**src/rtl/display_scan_mux.sv**
```systemverilog
// rtl/display_scan_mux.sv - time-multiplexed digit scanner with refresh prescaler and frame shadow
// Optional: `define DISPLAY_SCAN_GHOST_BLANK_EN for one-cycle anode dead time after each slot advance.
module display_scan_mux #(
    parameter int WIDTH    = 4,
    parameter int CHANNELS = 4,
    parameter int DIV      = 100000
) (
    input  logic                      clk,
    input  logic                      reset,
    input  logic                      en,
    input  logic [CHANNELS*WIDTH-1:0] d,
    input  logic [CHANNELS-1:0]       blank_mask,
    output logic [WIDTH-1:0]          digit_out,
    output logic [CHANNELS-1:0]       an,
    output logic [$clog2(CHANNELS)-1:0] sel,
    output logic                      scan_tick
);

    localparam int SEL_W = $clog2(CHANNELS);
    localparam int CNT_W = $clog2(DIV);

    logic [CNT_W-1:0]    cnt_q, cnt_d;
    logic [SEL_W-1:0]    sel_q, sel_d;
    logic                scan_tick_q, scan_tick_d;
    logic [WIDTH-1:0]    digit_out_q, digit_out_d;
    logic [CHANNELS-1:0] an_q, an_d;
    logic [WIDTH-1:0]    dig_sh_q [CHANNELS];
    logic [WIDTH-1:0]    dig_sh_d [CHANNELS];
    logic [CHANNELS-1:0] mask_sh_q, mask_sh_d;
    logic                tick;
    logic                wrap;

    always_comb begin
        tick = en && (cnt_q == CNT_W'(DIV - 1));
        wrap = tick && (sel_q == SEL_W'(CHANNELS - 1));

        cnt_d = cnt_q;
        if (en) begin
            cnt_d = tick ? '0 : cnt_q + CNT_W'(1);
        end

        sel_d = sel_q;
        if (tick) begin
            sel_d = wrap ? '0 : sel_q + SEL_W'(1);
        end

        // Inputs are sampled only at the frame boundary so a frame never shows mixed data.
        mask_sh_d = wrap ? blank_mask : mask_sh_q;
        for (int i = 0; i < CHANNELS; i++) begin
            dig_sh_d[i] = wrap ? d[i*WIDTH +: WIDTH] : dig_sh_q[i];
        end

        scan_tick_d = tick;
        digit_out_d = dig_sh_d[sel_d];

        an_d = '1;
        if (en && !mask_sh_d[sel_d]) begin
            an_d = ~(CHANNELS'(1) << sel_d);
        end
`ifdef DISPLAY_SCAN_GHOST_BLANK_EN
        if (tick) begin
            an_d = '1;
        end
`else
`endif
    end

    always_ff @(posedge clk or posedge reset) begin
        if (reset) begin
            cnt_q       <= '0;
            sel_q       <= '0;
            scan_tick_q <= 1'b0;
            digit_out_q <= '0;
            an_q        <= '1;
            mask_sh_q   <= '1;
            for (int i = 0; i < CHANNELS; i++) begin
                dig_sh_q[i] <= '0;
            end
        end else begin
            cnt_q       <= cnt_d;
            sel_q       <= sel_d;
            scan_tick_q <= scan_tick_d;
            digit_out_q <= digit_out_d;
            an_q        <= an_d;
            mask_sh_q   <= mask_sh_d;
            for (int i = 0; i < CHANNELS; i++) begin
                dig_sh_q[i] <= dig_sh_d[i];
            end
        end
    end

    assign digit_out = digit_out_q;
    assign an        = an_q;
    assign sel       = sel_q;
    assign scan_tick = scan_tick_q;

endmodule

```
**config.mk**
```make
export PLATFORM = sky130hd
export DESIGN_NAME = display_scan_mux
export DESIGN_NICKNAME = d
export VERILOG_FILES = /design/src/rtl/display_scan_mux.sv
export SDC_FILE = /design/constraint.sdc
export NUM_CORES = 1
export LEC_CHECK = 0
export ABC_AREA = 0
export CORE_MARGIN = 2
export CORE_UTILIZATION = 23
export DETAILED_ROUTE_END_ITERATION = 6
export GPL_ROUTABILITY_DRIVEN = 0
export GPL_TIMING_DRIVEN = 0
export PLACE_DENSITY_LB_ADDON = 0.25
export SYNTH_ARGS = -nofsm -noshare
export SYNTH_HDL_FRONTEND = slang
export SYNTH_SLANG_ARGS = --single-unit
```
**constraint.sdc**
```tcl
create_clock -name clk -period 2.8 [get_ports clk]
set_input_delay 0.28 -clock clk [delete_from_list [all_inputs] [get_ports clk]]
set_output_delay 0.28 -clock clk [all_outputs]
set_load 0.03 [all_outputs]
```
Yosys cells after proc, flatten, opt, wreduce, memory -nomap -nowiden

Index checks and enable logic that the tools add are counted.

Word-level logic and storage cells: 37
Bits in read-only memories: 0
Bits in latches: 0
Memories kept: 0
Output and inout port bits: 11
Flip-flop bits (word level): 48
Memory bits (writable): 0
Input port bits: 23

Shift-type cells: 1
Order comparisons: 2
Reduce and logical (&&, ||, !) cells: 4
$mul: 0
Bitwise operators: 2
$add $sub $neg: 2
Equal/unequal tests: 2
Multiplexer cells: 14
Div/mod/pow operators: 0

Operator list:

| kind                  | count |
|---|---|
| $mux 4                | 8 |
| $add 17x1->17 const B | 1 |
| $eq 17x17->1 const B  | 1 |
| $mux 17               | 1 |
| $bmux 4 s2            | 1 |
| $mux 2                | 2 |
| $not 4->4             | 1 |
| $shl 1x2->4 const A   | 1 |
| $ge 3x3->1 const B    | 1 |
| $logic_and 1x1->1     | 3 |
| $lt 2x3->1 const B    | 1 |
| $not 2->3             | 1 |
| $add 2x1->2 const B   | 1 |
| $bmux 1 s2            | 1 |
| $eq 2x2->1 const B    | 1 |
| $logic_not 1->1       | 1 |
| $mux 1                | 1 |

Depth between registers and ports, before layout

Gate-level depths: netlist (run 1).

Depth after elaboration: 10
Mapped depth: 8
Mapped depth without buffers: 7

Worst setup path after synthesis (run 1)

Ideal clock, no wire load.

Kind: register -> register
Start: register cnt_q[0]
End: register digit_out_q[0], in the netlist digit_out[0]
Clock period less this slack: 2,244 ps
Cell stages (with the launch flop): 9
Setup time: 125 ps
Data arrival time: 2,119 ps
Data required time: 2,675 ps
Path buffers: 1
Setup slack: 556 ps
Path through: dfrtp_1 -> ha_1 -> and4_4 -> and3_4 -> and3_4 -> mux2_4 -> buf_2 -> mux2_2 -> mux2_2

Cells in the longest elaborated chain, start to end: 9
Elaborated cells on any way between the ends: 13
Those cells by class: 1 x eq/ne; 9 x mux; 1 x bitwise; 2 x reduce/logical

Ends and longest elaborated chain:

| item                                           | line | text |
|---|---|---|
| from (decl)                                    | 22   | `logic [CNT_W-1:0] cnt_q, cnt_d;` |
| from (signal assigned)                         | 80   | `cnt_q <= cnt_d;` |
| $eq 17x17->1 (*)                               | 34   | `tick = en && (cnt_q == CNT_W'(DIV - 1));` |
| $logic_and 1x1->1 (*)                          | 34   |  |
| $logic_and 1x1->1                              | 35   | `wrap = tick && (sel_q == SEL_W'(CHANNELS - 1));` |
| $mux 2                                         | 44   | `sel_d = wrap ? '0 : sel_q + SEL_W'(1);` |
| $mux 2 (*)                                     | 43   | `if (tick) begin` |
| net sel_d[1]                                   | 23   | `logic [SEL_W-1:0] sel_q, sel_d;` |
| $not 2->3 (implied by the code) (*)            | 54   | `digit_out_d = dig_sh_d[sel_d];` |
| $bmux 4 s2 (*)                                 | 54   |  |
| $mux 4 (implied by the code) (*) (2 in series) | 54   |  |
| net digit_out_d[0]                             | 25   | `logic [WIDTH-1:0] digit_out_q, digit_out_d;` |
| to (signal assigned)                           | 83   | `digit_out_q <= digit_out_d;` |
| to (decl)                                      | 25   |  |

Mark *: on every way through the listed nets, which the timed path passes. The rest lies on a longest branch. The select of a mux whose other input is x is not followed.
A chain may end at the register's enable or synchronous reset.

Worst setup path after layout (run 1)

Start: input en
End: register digit_out_q[1], in the netlist digit_out[1]

Cells in the longest elaborated chain, start to end: 8
Elaborated cells on any way between the ends: 12
Those cells by class: 9 x mux; 1 x bitwise; 2 x reduce/logical

Ends and longest elaborated chain:

| item                                           | line | text |
|---|---|---|
| from (decl)                                    | 10   | `input logic en,` |
| $logic_and 1x1->1 (*)                          | 34   |  |
| $logic_and 1x1->1                              | 35   |  |
| $mux 2                                         | 44   |  |
| $mux 2 (*)                                     | 43   |  |
| net sel_d[1]                                   | 23   |  |
| $not 2->3 (implied by the code) (*)            | 54   |  |
| $bmux 4 s2 (*)                                 | 54   |  |
| $mux 4 (implied by the code) (*) (2 in series) | 54   |  |
| net digit_out_d[1]                             | 25   |  |

Marked as above.

==> flow_summary.json, run 1 <==
{
  "hold_violations": 0,
  "cp_max_fo": 10,
  "sw_frac_of_total": 0.2380,
  "route.detailed.drc": 0,
  "final_cells": 308,
  "min_path_type": "in -> async",
  "nNetsFinal": 221,
  "whs_ps": 269.7,
  "synth-seq-cells": 48,
  "vias": 1253,
  "fmax_mhz": 410.4,
  "grt_setup_unrepaired": "false",
  "criticalPathCategory": "in -> reg",
  "power.switching_mw": 0.3202,
  "cellPowerDensity_nw_per_um2": 489.9,
  "timing.rr.start": "cnt_q[0]",
  "cts-buffers-inserted": 5,
  "slew-limit-headroom": 0.6475,
  "p_int_mw": 1.025,
  "p_seq_frac": 0.575,
  "clockPowerShare": 0.333,
  "wl_mm": 4.055,
  "clkLatencyLatePin_ps": 300,
  "overflow": 0,
  "layout_common_cells": "dfrtp_1 (40), clkdlybuf4s50_1 (33), mux2_4 (17), nor2_1 (15), mux2_2 (15)",
  "r2r_cells": 8,
  "slew_violations": 0,
  "irDropWorstVdd_uv": 168.3,
  "dieHeight_um": 100.8,
  "synthesis.nets": 180,
  "dp.cells": 300,
  "dpl.hpwl_mm": 2.836,
  "pwr-share-comb": 0.092,
  "fin_util": 0.3001,
  "clockBufferDepth": 2,
  "cts_resized": 0,
  "p_leak_nw": 1.284,
  "place_area_um2": 2646,
  "rows": 35,
  "power_mw": 1.345,
  "routedWlPerCell_um": 13.17,
  "final_area_um2": 2746,
  "grt_pass1_vias": 1401,
  "track_usage": 0.08898,
  "start_util": 0.2357,
  "fin_crit_sh": 0.8702,
  "layout_commonest_cell": "dfrtp_1",
  "coreArea_um2": 9153,
  "syn_inst": 155,
  "h-tree-depth": 2,
  "antenna_found_initial": 0,
  "reg2reg_to": "digit_out[1]",
  "synth_top_area_share": 0.4640,
  "drive_gt1_frac": 0.2995,
  "grt_max_degree": 34,
  "synth_area_um2": 2157,
  "cts-hold-fix-buffers": 0,
  "finClkSkew_ps": 10.52,
  "worstSetupStartpointType": "input pin",
  "drt-initial-drc-count": 24,
  "setup_viol": 0,
  "clock-root-buffer": "clkbuf_8",
  "die_w_um": 100.8,
  "reg2reg_slack_ps": 380,
  "critPathArrivalTime_ps": 2620,
  "cts_setup_buffers": 0,
  "yosys_warnings": 0,
  "final_antenna_net_count": 0,
  "yosysSeqAreaShare": 0.5615,
  "avgSynthCellArea_um2": 13.92,
  "synth_area_leader_cell": "dfrtp_1",
  "cap_violations": 0,
  "grt_pass1_wl_mm": 7.017,
  "firstDrtPassIters": 4,
  "worstMarginPinSlew_ps": 518.5,
  "finalCriticalPeriod_ps": 2437,
  "die_area_um2": 10170,
  "synth_cell_type_count": 30,
  "synth_area_leaders": "dfrtp_1 (46%), mux2_4 (12%), dfstp_2 (9.7%)",
  "port_buffers": 33,
  "cts_sinks": 48,
  "num_io_pins": 34,
  "cts_tree": "built",
  "num_antenna_cells": 0,
  "viasPerCell": 4.068,
  "area.growth.synth_to_final_pct": 27.32,
  "end_kind": "register",
  "cp.required_ps": 2980,
  "outcome": "complete, no violations",
  "cts.clk_slew.worst_paths_ps": 80
}
## synthesized netlist by cell type
library cell	instances
nor4_4	1
nand4_4	1
buf_6	2
mux2_2	15
buf_2	1
and4_4	1
mux2_1	2
nor2_1	15
or3_1	4
dfrtp_1	40
and3_4	2
nand4_1	1
xor2_1	9
clkinv_1	1
or2_1	1
nand3_1	6
nor3_1	1
nor4b_2	1
mux2_4	17
clkbuf_1	1
xnor2_1	6
and3_1	1
inv_1	3
and2_1	1
or4_1	1
ha_1	2
o2bb2ai_1	1
dfstp_2	8
mux2i_2	1
nand2_1	9
## per-layer routing
| layer | wire length, um | global-route usage |
|---|---|---|
| met1 | 1926 | 0.1202 |
| met2 | 1901 | 0.1364 |
| met3 | 186 | 0.02497 |
| met4 | 41 | 0.03161 |
| met5 | 0 | 0 |
## power by group through the flow
stage	Combinational, mW	Sequential (mW)	Clock (mW)
6_report	0.124	0.774	0.448
5_1_grt	0.140	0.782	0.493
4_1_cts	0.127	0.775	0.469
3_5_place_dp	0.126	0.787	0
3_3_place_gp	0.119	0.787	0
2_1_floorplan	0.0723	0.779	0
## registers in the layout (all words and copies together) (netlist names)
signal	cells
cnt_q	17
dig_sh_q	16
an	4
digit_out	4
mask_sh_q	4
sel	2
scan_tick	1
## worst max path at each step
stage,start,to,slack (ps),depth (start not counted)
floorplan,cnt_q[0],digit_out[0],560,8
global placement,en,an[0],-4,7
detailed placement,en,an[0],-3,7
CTS,cnt_q[0],an[0],300,7
global route,en,an[0],170,7
finish,en,digit_out[1],360,8
## critical path, stage by stage
cell,delay [ps]
clkdlybuf4s50_1,580
and4_4,270
and3_4,200
and3_4,200
mux2_4,310
buf_2,210
mux2_2,300
mux2_2,260
## stage by stage
step	TNS, ps	setup slack [ps]
after floorplan	0	556.5
after global placement	-4.267	-4.267
after detailed placement	-3.048	-3.048
after CTS	0	303.7
after global routing	0	171.3
final	0	363.5
## logic make-up after synthesis
kind of cell               Yosys count  share of synthesized area
muxes                               35                     0.2135
DFF                                 48                     0.5615
xor gates and xnor gates            15                    0.06091
and+or+nand+nor                     46                     0.1270
adders and majority gates            2                    0.01160
buffers and inverters                8                    0.02146
AOI/OAI and AO/OA                    1                   0.004061
## final cells by class
| type | instances | area, um2 |
|---|---|---|
| repair buffers | 34 | 350.3 |
| well taps | 111 | 138.9 |
| inverters | 4 | 15.01 |
| multi-input cells | 99 | 899.6 |
| fillers | 914 | 6406 |
| plain buffers | 4 | 31.28 |
| clock buffers | 8 | 100.1 |
| flip-flops and latches | 48 | 1211 |
Power figures use the tool's default switching activity.
==> run 2: changes to the inputs <==
--- a/config.mk
+++ b/config.mk
@@ -6,12 +6,13 @@
 export NUM_CORES = 1
 export LEC_CHECK = 0
 export ABC_AREA = 0
-export CORE_MARGIN = 2
 export CORE_UTILIZATION = 23
+export CTS_CLUSTER_SIZE = 40
 export DETAILED_ROUTE_END_ITERATION = 6
 export GPL_ROUTABILITY_DRIVEN = 0
 export GPL_TIMING_DRIVEN = 0
 export PLACE_DENSITY_LB_ADDON = 0.25
+export RECOVER_POWER = 50
 export SYNTH_ARGS = -nofsm -noshare
 export SYNTH_HDL_FRONTEND = slang
 export SYNTH_SLANG_ARGS = --single-unit
==> run 2 against run 1 <==
Against the previous run:
- clock skew is essentially flat
- register-to-register slack lost 30 ps
- sequential power is essentially flat
- sequential cell count is the same
- global-route usage grew 0.064 points
- clock-buffer cell count shrank 3
- wire length shrank 1.4%
- critical path type unchanged
- largest cell class unchanged
- largest power group unchanged
==> flow_summary.json, run 2 (synthesized netlist as in run 1, its figures left out) <==
{
  "reg2reg_to": "an[0]",
  "fmax_mhz": 405.2,
  "place_area_um2": 2643,
  "slew_violations": 0,
  "firstDrtPassIters": 4,
  "drive_gt1_frac": 0.2944,
  "antenna_found_initial": 0,
  "cts_tree": "built",
  "num_io_pins": 34,
  "hold_violations": 0,
  "clkLatencyLatePin_ps": 300,
  "dpl.hpwl_mm": 2.717,
  "largest_reg_flops": 17,
  "reg2reg_slack_ps": 350,
  "cts-hold-fix-buffers": 0,
  "coreArea_um2": 8891,
  "worstMarginPinSlew_ps": 1029,
  "start_util": 0.2426,
  "routedWlPerCell_um": 13.10,
  "clockBufferDepth": 2,
  "finClkSkew_ps": 10.10,
  "tns_ps": 0,
  "cts_setup_buffers": 0,
  "setup_viol": 0,
  "p_leak_nw": 1.300,
  "cts-buffers-inserted": 5,
  "reg.largest.list": "cnt_q: 17 flops, dig_sh_q: 16 flops",
  "layout_common_cells": "dfrtp_1 (40), clkdlybuf4s50_1 (31), mux2_4 (17), nor2_1 (15), mux2_2 (15)",
  "clock-root-buffer": "clkbuf_8",
  "grt_pass1_vias": 1345,
  "worst_slack_ps": 332.3,
  "h-tree-depth": 2,
  "fin_crit_sh": 0.8813,
  "outcome": "complete, no violations",
  "critPathArrivalTime_ps": 2690,
  "grt_max_degree": 42,
  "cp_max_fo": 7,
  "die_w_um": 98.84,
  "grt_setup_unrepaired": "false",
  "cap_violations": 0,
  "criticalPathCategory": "in -> reg",
  "num_antenna_cells": 0,
  "slew-limit-headroom": 0.3138,
  "area.growth.synth_to_final_pct": 28.07,
  "nNetsFinal": 221,
  "dieHeight_um": 98.84,
  "overflow": 0,
  "final_area_um2": 2763,
  "timing.rr.start": "cnt_q[1]",
  "cellPowerDensity_nw_per_um2": 539.8,
  "dp.cells": 297,
  "port_buffers": 33,
  "finalCriticalPeriod_ps": 2468,
  "fillCellCount": 899,
  "post-place-ws_ps": -18.23,
  "cts.clk_slew.worst_paths_ps": 90,
  "final_antenna_net_count": 0,
  "irDropWorstVdd_uv": 194.6,
  "min_path_type": "in -> async",
  "vias": 1235,
  "final_cells": 305,
  "drt-initial-drc-count": 26,
  "regMostFlops": "cnt_q",
  "viasPerCell": 4.049,
  "cts_resized": 0,
  "die_area_um2": 9769,
  "end_kind": "register",
  "grt_pass1_wl_mm": 6.734,
  "layout_commonest_cell": "dfrtp_1",
  "route.detailed.drc": 0,
  "track_usage": 0.08962,
  "critPathLaunch": "en",
  "rows": 34,
  "critPathCapture": "an[0]",
  "cp.required_ps": 3020,
  "power_mw": 1.491,
  "cts_sinks": 48,
  "r2r_cells": 7,
  "worstSetupStartpointType": "input pin",
  "wl_mm": 3.997
}
run 2: metrics by stage:
stage,utilization,hold WS [ps]
3_3_place_gp,0.2950,473.8
5_1_grt,0.3107,385.1
2_1_floorplan,-,408.4
3_5_place_dp,0.2972,478.9
4_1_cts,0.3127,189.6
6_report,0.3107,348.7
run 2: area by class of cell:
cell class	count	area [um2]	area share
buffer	4	31.28	0.01132
clock buffer	5	68.82	0.02491
clock inverter	3	68.82	0.02491
inverter	4	15.01	0.005435
multi-input combinational	99	897.1	0.3247
sequential	48	1211	0.4384
tap	108	135.1	0.04891
timing repair buffer	34	335.3	0.1214
run 2: worst max-delay path: stages:
cell,delay (ps)
clkdlybuf4s50_1,590
and4_1,280
and3_4,220
and3_4,200
mux2i_2,480
clkinv_1,220
or3_1,410
run 2: per-layer routing:
metal	global-route usage	vias up	wire length [um]
met1	0.1183	594	1998
met3	0.02979	5	182
met4	0.02755	0	45
met2	0.1388	27	1770
li1	-	609	-
met5	0	-	0
run 2: how the worst min path moves through the flow:
stage / startpoint / endpoint / slack, ps / cells past startpoint
6_report: reset / scan_tick / 350 / 2
5_1_grt: reset / scan_tick / 390 / 2
4_1_cts: reset / scan_tick / 190 / 2
3_5_place_dp: dig_sh_q[4] / dig_sh_q[4] / 480 / 1
3_3_place_gp: dig_sh_q[0] / dig_sh_q[0] / 470 / 1
2_1_floorplan: en / cnt_q[1] / 410 / 2
run 2: report_power, final:
part	internal [mW]	leakage, nW	total [mW]	switching (mW)
sequential	0.732	0.632	0.772	0.0402
combinational	0.0637	0.600	0.118	0.0545
clock	0.359	0.0687	0.601	0.241
total	1.16	1.30	1.49	0.336
